## config.mk

```make
export PLATFORM = sky130hd
export DESIGN_NAME = vram_write_scheduler_flat
export DESIGN_NICKNAME = d
export VERILOG_FILES = /design/src/rtl/vram_sched_pkg.sv /design/src/rtl/vram_write_scheduler_if.sv /design/src/rtl/vram_write_scheduler_fifo.sv /design/src/rtl/vram_write_scheduler.sv /design/src/flat_wrapper.sv
export SDC_FILE = /design/constraint.sdc
export NUM_CORES = 1
export LEC_CHECK = 0
export CORE_ASPECT_RATIO = 1.1
export CORE_MARGIN = 5
export CORE_UTILIZATION = 45
export CTS_CLUSTER_SIZE = 8
export DETAILED_ROUTE_END_ITERATION = 8
export PLACE_DENSITY_LB_ADDON = 0.15
export REMOVE_ABC_BUFFERS = 1
export SYNTH_ARGS = -nofsm -noshare
export SYNTH_HDL_FRONTEND = slang
export SYNTH_SLANG_ARGS = --single-unit
```

## constraint.sdc

```tcl
create_clock -name clk_12_5875 -period 3.5 [get_ports clk_12_5875]
set_input_delay 0.875 -clock clk_12_5875 [delete_from_list [all_inputs] [get_ports clk_12_5875]]
set_output_delay 0.875 -clock clk_12_5875 [all_outputs]
set_load 0.02 [all_outputs]
```

## src/rtl/vram_sched_pkg.sv

```systemverilog
// Shared constants and types for the VRAM write scheduler.
package vram_sched_pkg;

  localparam int VRAM_ADDR_W = 12;
  localparam int VRAM_DATA_W = 8;

  typedef enum logic {
    FILL_IDLE,
    FILL_RUN
  } fill_state_e;

  typedef struct packed {
    logic [VRAM_ADDR_W-1:0] addr;
    logic [VRAM_DATA_W-1:0] data;
  } vram_wr_t;

endpackage

```

## src/rtl/vram_write_scheduler_if.sv

```systemverilog
// CPU post / fill command / VRAM port bundle for the write scheduler.
interface vram_write_scheduler_if #(
  parameter int ADDR_W = 12
);
  logic              cpu_we;
  logic [ADDR_W-1:0] cpu_addr;
  logic [7:0]        cpu_data;
  logic              fill_start;
  logic [ADDR_W-1:0] fill_addr;
  logic [ADDR_W:0]   fill_len;
  logic [7:0]        fill_value;
  logic              vram_window;
  logic              clr_overflow;
  logic              vram_we;
  logic [ADDR_W-1:0] vram_addr;
  logic [7:0]        vram_data;
  logic              fifo_full;
  logic              busy;
  logic              overflow;

  modport master (
    output cpu_we, cpu_addr, cpu_data, fill_start, fill_addr, fill_len,
           fill_value, vram_window, clr_overflow,
    input  vram_we, vram_addr, vram_data, fifo_full, busy, overflow
  );

  modport slave (
    input  cpu_we, cpu_addr, cpu_data, fill_start, fill_addr, fill_len,
           fill_value, vram_window, clr_overflow,
    output vram_we, vram_addr, vram_data, fifo_full, busy, overflow
  );
endinterface

```

## src/rtl/vram_write_scheduler_fifo.sv

```systemverilog
// Generic synchronous FIFO; push is ignored when full, pop when empty.
module sync_fifo_m #(
  parameter int WIDTH = 20,
  parameter int DEPTH = 8,
  localparam int AW   = $clog2(DEPTH)
) (
  input  logic             clk,
  input  logic             rst,
  input  logic             push,
  input  logic             pop,
  input  logic [WIDTH-1:0] wdata,
  output logic [WIDTH-1:0] rdata,
  output logic             full,
  output logic             empty,
  output logic [AW:0]      count
);

  logic [WIDTH-1:0] mem [DEPTH];
  logic [AW-1:0]    wr_ptr, rd_ptr;
  logic             do_push, do_pop;

  // Full is judged on the pre-edge count, so a pop on the same edge never frees room for a push.
  assign do_push = push & ~full;
  assign do_pop  = pop & ~empty;
  assign full    = (count == (AW+1)'(DEPTH));
  assign empty   = (count == '0);
  assign rdata   = mem[rd_ptr];

  // Pointers and occupancy; power-of-two depth lets pointers wrap naturally.
  always_ff @(posedge clk) begin
    if (rst) begin
      wr_ptr <= '0;
      rd_ptr <= '0;
      count  <= '0;
    end else begin
      if (do_push) wr_ptr <= wr_ptr + 1'b1;
      if (do_pop)  rd_ptr <= rd_ptr + 1'b1;
      case ({do_push, do_pop})
        2'b10:   count <= count + 1'b1;
        2'b01:   count <= count - 1'b1;
        default: count <= count;
      endcase
    end
  end

  // Storage array, no reset needed: contents are only read behind a valid count.
  always_ff @(posedge clk) begin
    if (do_push) mem[wr_ptr] <= wdata;
  end

endmodule

```

## src/rtl/vram_write_scheduler.sv

```systemverilog
// Owns the VRAM write port: drains posted CPU writes during GPU windows,
// and runs a constant-byte fill engine behind them when the FIFO is empty.
module vram_write_scheduler
  import vram_sched_pkg::*;
#(
  parameter int FIFO_DEPTH = 8,
  parameter int ADDR_W     = VRAM_ADDR_W
) (
  input  logic                   clk_12_5875,
  input  logic                   rst,
  vram_write_scheduler_if.slave  bus
);

  localparam int CW = $clog2(FIFO_DEPTH);

  vram_wr_t          push_wr, head_wr;
  logic              fifo_full, fifo_empty, fifo_pop, fill_issue;
  logic [CW:0]       fifo_count;

  fill_state_e       state, state_nx;
  logic [ADDR_W-1:0] cur_addr, cur_addr_nx;
  logic [ADDR_W:0]   remaining, remaining_nx;
  logic [7:0]        value, value_nx;

  logic              we_q, overflow_q;
  logic [ADDR_W-1:0] addr_q;
  logic [7:0]        data_q;

  assign push_wr = {bus.cpu_addr, bus.cpu_data};

  sync_fifo_m #(
    .WIDTH ($bits(vram_wr_t)),
    .DEPTH (FIFO_DEPTH)
  ) u_fifo (
    .clk   (clk_12_5875),
    .rst   (rst),
    .push  (bus.cpu_we),
    .pop   (fifo_pop),
    .wdata (push_wr),
    .rdata (head_wr),
    .full  (fifo_full),
    .empty (fifo_empty),
    .count (fifo_count)
  );

  // Posted CPU writes always win the window; fill only uses windows the FIFO leaves idle.
  assign fifo_pop   = bus.vram_window & ~fifo_empty;
  assign fill_issue = bus.vram_window & fifo_empty & (state == FILL_RUN);

  // Fill FSM next state: latch a command in IDLE, step address/remaining on each issued fill write.
  always_comb begin
    state_nx     = state;
    cur_addr_nx  = cur_addr;
    remaining_nx = remaining;
    value_nx     = value;
    case (state)
      FILL_IDLE: begin
        if (bus.fill_start) begin
          cur_addr_nx  = bus.fill_addr;
          remaining_nx = bus.fill_len;
          value_nx     = bus.fill_value;
          if (bus.fill_len != '0) state_nx = FILL_RUN;
        end
      end
      FILL_RUN: begin
        if (fill_issue) begin
          cur_addr_nx  = cur_addr + 1'b1;
          remaining_nx = remaining - 1'b1;
          if (remaining == (ADDR_W+1)'(1)) state_nx = FILL_IDLE;
        end
      end
      default: state_nx = FILL_IDLE;
    endcase
  end

  // Fill FSM registers.
  always_ff @(posedge clk_12_5875) begin
    if (rst) begin
      state     <= FILL_IDLE;
      cur_addr  <= '0;
      remaining <= '0;
      value     <= '0;
    end else begin
      state     <= state_nx;
      cur_addr  <= cur_addr_nx;
      remaining <= remaining_nx;
      value     <= value_nx;
    end
  end

  // Registered VRAM port: strobe for one cycle per issue, address/data hold between writes.
  always_ff @(posedge clk_12_5875) begin
    if (rst) begin
      we_q   <= 1'b0;
      addr_q <= '0;
      data_q <= '0;
    end else begin
      we_q <= fifo_pop | fill_issue;
      if (fifo_pop) begin
        addr_q <= head_wr.addr;
        data_q <= head_wr.data;
      end else if (fill_issue) begin
        addr_q <= cur_addr;
        data_q <= value;
      end
    end
  end

  // Sticky overflow: a dropped push sets it and beats a same-edge clear.
  always_ff @(posedge clk_12_5875) begin
    if (rst)                           overflow_q <= 1'b0;
    else if (bus.cpu_we && fifo_full)  overflow_q <= 1'b1;
    else if (bus.clr_overflow)         overflow_q <= 1'b0;
  end

  assign bus.vram_we   = we_q;
  assign bus.vram_addr = addr_q;
  assign bus.vram_data = data_q;
  assign bus.fifo_full = fifo_full;
  assign bus.overflow  = overflow_q;
  assign bus.busy      = (state == FILL_RUN) | (fifo_count != '0);

endmodule
```

## src/flat_wrapper.sv

```systemverilog
// flat-port wrapper written by rule: the top's interface ports become plain ports
module vram_write_scheduler_flat import vram_sched_pkg::*;
#(
  parameter int FIFO_DEPTH = 8,
  parameter int ADDR_W     = VRAM_ADDR_W
)
  (clk_12_5875, rst, bus_cpu_we, bus_cpu_addr, bus_cpu_data, bus_fill_start, bus_fill_addr, bus_fill_len, bus_fill_value, bus_vram_window, bus_clr_overflow, bus_vram_we, bus_vram_addr, bus_vram_data, bus_fifo_full, bus_busy, bus_overflow);
  vram_write_scheduler_if #(.ADDR_W(ADDR_W)) bus_i ();
  input  logic clk_12_5875;
  input  logic rst;
  input wire logic [$bits(bus_i.cpu_we)-1:0] bus_cpu_we;
  input wire logic [$bits(bus_i.cpu_addr)-1:0] bus_cpu_addr;
  input wire logic [$bits(bus_i.cpu_data)-1:0] bus_cpu_data;
  input wire logic [$bits(bus_i.fill_start)-1:0] bus_fill_start;
  input wire logic [$bits(bus_i.fill_addr)-1:0] bus_fill_addr;
  input wire logic [$bits(bus_i.fill_len)-1:0] bus_fill_len;
  input wire logic [$bits(bus_i.fill_value)-1:0] bus_fill_value;
  input wire logic [$bits(bus_i.vram_window)-1:0] bus_vram_window;
  input wire logic [$bits(bus_i.clr_overflow)-1:0] bus_clr_overflow;
  output wire logic [$bits(bus_i.vram_we)-1:0] bus_vram_we;
  output wire logic [$bits(bus_i.vram_addr)-1:0] bus_vram_addr;
  output wire logic [$bits(bus_i.vram_data)-1:0] bus_vram_data;
  output wire logic [$bits(bus_i.fifo_full)-1:0] bus_fifo_full;
  output wire logic [$bits(bus_i.busy)-1:0] bus_busy;
  output wire logic [$bits(bus_i.overflow)-1:0] bus_overflow;
  assign bus_i.cpu_we = bus_cpu_we;
  assign bus_i.cpu_addr = bus_cpu_addr;
  assign bus_i.cpu_data = bus_cpu_data;
  assign bus_i.fill_start = bus_fill_start;
  assign bus_i.fill_addr = bus_fill_addr;
  assign bus_i.fill_len = bus_fill_len;
  assign bus_i.fill_value = bus_fill_value;
  assign bus_i.vram_window = bus_vram_window;
  assign bus_i.clr_overflow = bus_clr_overflow;
  assign bus_vram_we = bus_i.vram_we;
  assign bus_vram_addr = bus_i.vram_addr;
  assign bus_vram_data = bus_i.vram_data;
  assign bus_fifo_full = bus_i.fifo_full;
  assign bus_busy = bus_i.busy;
  assign bus_overflow = bus_i.overflow;
  vram_write_scheduler #(.FIFO_DEPTH(FIFO_DEPTH), .ADDR_W(ADDR_W)) u_core (.clk_12_5875(clk_12_5875), .rst(rst), .bus(bus_i));
endmodule
```

* Yosys cells after proc, flatten, opt, wreduce, memory -nomap -nowiden
Memory sizes are Yosys's and may differ from the RTL's. A register that Yosys moved wholly into a read port is not among the register bits. Index checks and enable logic that the tools add are counted.
Operators by class: eq/ne operators 6, mux-type cells 22, bitwise logic cells 10, reductions and logical operators 9, add/subtract/negate cells 6
Operator list (count):
- 12-bit 2-to-1 mux | 4
- 13-bit 2-to-1 mux | 2
- 13-bit case mux with 2 select lines | 1
- 12-bit case mux with 2 select lines | 1
- 8-bit 2-to-1 mux | 2
- 13-bit by 1-bit == test with 1-bit output (second input constant) | 1
- 13-bit nonzero test | 1
- 13-bit by 1-bit subtractor with 13-bit output (second input constant) | 1
- 12-bit by 1-bit adder with 12-bit output (second input constant) | 1
- 1-bit 2-to-1 mux | 8
- 4-bit case mux with 2 select lines | 1
- 3-bit by 1-bit adder with 3-bit output (second input constant) | 2
- 3-bit 2-to-1 mux | 2
- 2-bit nonzero test | 3
- 1-bit bitwise AND | 5
- 4-bit by 1-bit adder with 4-bit output (second input constant) | 1
- 4-bit == test (second input constant) | 1
- 4-bit logical NOT | 1
- 2-bit AND reduction | 2
- 4-bit nonzero test | 1
- 4-bit by 1-bit subtractor with 4-bit output (second input constant) | 1
- 1-bit inverter | 3
- 2-bit by 1-bit == test with 1-bit output (second input constant) | 1
- 2-bit == test (second input constant) | 1
- other kinds (5) | 6
Word-level totals: register bits after elaboration 66, bits in writable memories 160, memories 1, output and inout bits 24
Memories:
- u_core.u_fifo.mem | depth 8, bits a word 20, read ports 1, clocked after Yosys merged registers in 1, wr ports 1, line vram_write_scheduler_fifo.sv:18 | logic [WIDTH-1:0] mem [DEPTH];

* Logic depth before layout (Yosys ltp)
Gate-level depths: netlist of run 1.
depth in word-level cells 6, gate-level depth with buffers 11

* Cells and area by module
Synthesis of run 1 repeated with hierarchy kept, for this count alone.
Unflattened totals: cells, all modules 673, area, all modules 9713.1 µm²
By module, submodules not included:
- sync_fifo_m | cells an instance 305, times used 1, area each 6810.3 µm²
- vram_write_scheduler | cells an instance 368, times used 1, area each 2902.8 µm²

* Least setup slack after synthesis of run 1
OpenSTA, ideal clock, no wires.
kind in2reg, from input bus_cpu_we, to memory u_core.u_fifo.mem[0][0], enable pin, buffers on the path 0, stages on the path 2, setup slack 0.126 ns, arrival time 2.926 ns, path through nand2_2 > nor4_1
On the way: longest elaborated chain between the ends 3
Ends and longest elaborated chain:
- start: declaration | line flat_wrapper.sv:11 | input wire logic [$bits(bus_i.cpu_we)-1:0] bus_cpu_we;
- 1-bit bitwise AND | line vram_write_scheduler_fifo.sv:23 | assign do_push = push & ~full;
- 1-bit 2-to-1 mux | line vram_write_scheduler_fifo.sv:48 | if (do_push) mem[wr_ptr] <= wdata;
- 1-bit 2-to-1 mux (implied by the code) | line vram_write_scheduler_fifo.sv:48
- end: declaration | line vram_write_scheduler_fifo.sv:18
Every way passes these cells.

* Worst setup path after layout of run 1
from register u_core.u_fifo.count[1], to output bus_fifo_full
On the way: longest elaborated chain between the ends 1
Ends and longest elaborated chain:
- start: declaration | line vram_write_scheduler_fifo.sv:15 | output logic [AW:0] count
- start signal: assignment | line vram_write_scheduler_fifo.sv:39 | 2'b10: count <= count + 1'b1;
- start signal: assignment | line vram_write_scheduler_fifo.sv:40 | 2'b01: count <= count - 1'b1;
- start signal: assignment | line vram_write_scheduler_fifo.sv:41 | default: count <= count;
- 4-bit == test | line vram_write_scheduler_fifo.sv:25 | assign full = (count == (AW+1)'(DEPTH));
- end: declaration | line flat_wrapper.sv:23 | output wire logic [$bits(bus_i.fifo_full)-1:0] bus_fifo_full;
Every way passes these cells.

==> results of run 1 <==
==> cells in the final DEF, fill, tap and decap left out, drive strengths merged, types with 4 or more instances in the layout <==
cell,n
ha,8
nand2,49
xor2,6
mux4,40
mux2i,4
buf,26
nor4,6
o32ai,4
nor2,45
a31oi,4
and2,4
o221ai,20
nor3,17
nor2b,7
nand4,4
o22ai,21
dfxtp,69
nand3,13
nand2b,6
o21ai,11
edfxtp,160
a21oi,40
o211ai,4
o31a,4
inv,9
clkbuf,56
clkdlybuf4s50,81
==> per-stage QoR <==
step | cells | area, sq um | worst slack [ns] | utilization, % | power (mW)
2_1_floorplan | 597 | 9080 | 0.128 | - | 4.49
5_1_grt | 1018 | 11400 | 0.163 | 55.9 | 8.46
6_report | 1018 | 11400 | 0.249 | 55.9 | 8.09
4_1_cts | 1018 | 11400 | 0.227 | 55.9 | 8.18
3_5_place_dp | 960 | 10400 | 0.411 | 51.1 | 5.23
3_3_place_gp | 960 | 10400 | 0.486 | 51.1 | 5.19
==> worst max path at each step <==
stage	start	to	slack, ns	cells after the start
floorplan	bus_cpu_we	u_core.u_fifo.mem[0][0]$_DFFE_PP_	0.13	2
global placement	bus_cpu_we	u_core.u_fifo.count[2]$_SDFFE_PP0P_	0.49	9
detailed placement	bus_vram_window	u_core.u_fifo.count[2]$_SDFFE_PP0P_	0.41	10
CTS	u_core.u_fifo.count[1]$_SDFFE_PP0P_	bus_fifo_full	0.23	3
global route	u_core.u_fifo.count[1]$_SDFFE_PP0P_	bus_fifo_full	0.16	3
finish	u_core.u_fifo.count[1]$_SDFFE_PP0P_	bus_fifo_full	0.25	3
==> per-layer routing <==
metal	part of all wire (%)	vias up
met5	0	-
li1	-	2722
met3	5.5	43
met4	3.0	0
met2	51	198
met1	41	2933
==> flip-flops by register name (all words and copies together), names as in the netlist, named ones only <==
| register | cells |
|---|---|
| u_core.bus.vram_we | 1 |
| u_core.bus.overflow | 1 |
| u_core.cur_addr | 12 |
| u_core.state | 1 |
| u_core.bus.vram_data | 8 |
| u_core.u_fifo.count | 4 |
| u_core.remaining | 13 |
| u_core.u_fifo.mem | 160 |
| u_core.u_fifo.rd_ptr | 3 |
| u_core.u_fifo.wr_ptr | 3 |
| u_core.value | 8 |
| u_core.bus.vram_addr | 12 |
==> where the power goes <==
group	switching, mW	total [mW]	leakage (nW)	internal, mW
clock	1.09	2.93	0.465	1.84
sequential	0.223	3.41	2.02	3.19
combinational	0.893	1.74	1.29	0.851
==> critical path: stages (launching register included) <==
cell	delay, ns
dfxtp_1	0.40
or4b_2	0.78
inv_1	0.11
clkdlybuf4s50_1	0.60
==> cell families (layout without fill, tap and decap cells) <==
kind of cell / after synthesis / in the layout / share of synthesized area, %
DFF: 229 / 229 / 66.8
muxes: 47 / 47 / 10.5
and+or+nand+nor: 171 / 171 / 9.19
AOI/OAI and AO/OA: 126 / 126 / 9.41
xor gates and xnor gates: 7 / 7 / 0.662
adders and majority gates: 8 / 8 / 1.08
buffers and inverters: 48 / 174 / 2.32
==> layout make-up <==
class / count / share of cell area (%)
well taps: 256 / 2.81
repair buffers: 107 / 8.90
clock buffers: 56 / 8.36
multi-input cells: 359 / 25.3
flip-flops and latches: 229 / 54.2
inverters: 9 / 0.296
clock inverters: 2 / 0.121
==> flow_metrics.py, run 1 <==
metrics = {
    "status": {
        "status": "finished, final reports clean",
    },
    "yosys": {
        "ys_types": 61,
        "yosysMostFrequentCell": "edfxtp_1",
        "syn_inst": 636,
        "synthFlopType": "edfxtp_1",
        "ys_ff_latch": 229,
        "synth_area_sq_mm": 0.00926,
        "syn_avg_cell_area_sq_um": 14.6,
        "synth_commonest_cells": "edfxtp_1, dfxtp_1, nand2_1",
        "synth-edff-count": 160,
        "async_flop_share_pct": 0,
        "yosysWarnings": 0,
        "yosysSeqAreaShare_pct": 66.8,
        "synth_top_area_share_pct": 51.9,
        "yosysTopAreaCell": "edfxtp_1",
        "synth.area.top_cells": "edfxtp_1, dfxtp_1, mux4_2",
    },
    "clock_tree": {
        "clk_latency_ns": 0.49,
        "cts_tree": "built",
        "postCtsSetupBuffers": 0,
        "cts_hold_buf": 0,
        "cts_buffers": 34,
        "cts_buffer_depth": 3,
        "cts_root_buf": "clkbuf_16",
        "htreeDepth": 2,
        "path_clk_slew_ns": 0.05,
        "cts_resized": 0,
        "clock-sinks": 229,
    },
    "worst_setup_path": {
        "arrival_ns": 2.38,
        "cp_data_required_time_ns": 2.62,
        "cp-end-kind": "output pin",
        "reg2reg_depth": 9,
        "worstReg2RegEnd": "u_core.u_fifo.count[2]$_SDFFE_PP0P_",
        "reg2reg_slack_ns": 0.65,
        "crit_type": "flop to output pin",
        "crit_fanout": 8,
        "reg2reg_from": "u_core.u_fifo.count[1]$_SDFFE_PP0P_",
        "start_kind": "flop",
    },
    "sta": {
        "fmax_mhz": 308,
        "setup_viol": 0,
        "fin_tns_setup_ns": 0,
        "tightest_slew_ns": 0.748,
        "worst_clock_skew_ns": 0.0139,
        "whs_ns": 0.462,
        "finalCriticalPeriod_ns": 3.25,
        "maxSlewHeadroom_pct": 50.1,
        "hold_viol": 0,
        "rsz0062_at_grt": "false",
        "slew_viol_final": 0,
        "fin_crit_sh_pct": 92.9,
    },
    "min_path": {
        "hp-start": "u_core.value[5]$_SDFFE_PP0P_",
        "worst_hold_path_type": "flop to flop",
        "min_delay_path_depth": 2,
        "worstHoldEndpoint": "u_core.value[5]$_SDFFE_PP0P_",
    },
    "final_layout": {
        "antennaDiodeCount": 0,
        "drive_gt1_share_pct": 16.4,
        "seqCellArea_sq_mm": 0.00619,
        "n_fill_cell": 1631,
        "multiInputGateArea_sq_mm": 0.00289,
        "areaGrowthSynthToFinish_pct": 23.3,
        "nNetsFinal": 807,
    },
    "drt": {
        "drc_errors": 0,
        "vias_per_cell": 5.79,
        "drt-total-wl_mm": 22.2,
        "vias": 5896,
        "wire_per_inst_um": 21.8,
        "first_pass_iters": 5,
        "antenna_left": 0,
        "first_iter_violations": 434,
    },
    "floorplanning": {
        "die_x_um": 147,
        "dieArea_sq_mm": 0.0235,
        "ioPinCount": 83,
        "start_util_pct": 45.3,
        "core_sq_mm": 0.0204,
        "die_h_um": 160,
        "rows": 55,
    },
    "place": {
        "gp_congestion": 0.776,
        "dp_hpwl_mm": 13.7,
        "port_buffers": 82,
    },
    "pwr": {
        "p_leak_nw": 3.77,
        "ir_worst_vdd_mv": 0.307,
        "cellPowerDensity_mw_per_mm2": 708,
    },
    "global_route": {
        "antenna_found_initial": 0,
        "grtUsageTotal_pct": 18.9,
        "grtUsageMet1_pct": 23.5,
        "grt_pass1_vias": 6040,
        "grt_max_degree": 45,
        "use_met3_pct": 3.98,
        "grt_remaining_overflow": 0,
        "gr-max-usage-layer": "met2",
        "grt_pass1_wl_mm": 34.6,
        "grtUsageMet2_pct": 32.9,
    },
    "flow_run": {
        "maxCapViolCount": 0,
    },
}
Note: power is estimated with default switching activity, not from simulation.
==> inputs of run 2 (changes only) <==
- TNS_END_PERCENT: not set -> 5
==> results of run 2 <==
Final layout, timing and power as in run 1 (identical DEF).
==> inputs of run 3 (changes only) <==
- SLEW_MARGIN: not set -> 10
==> results of run 3 <==
Final layout, timing and power as in run 1 (identical DEF).
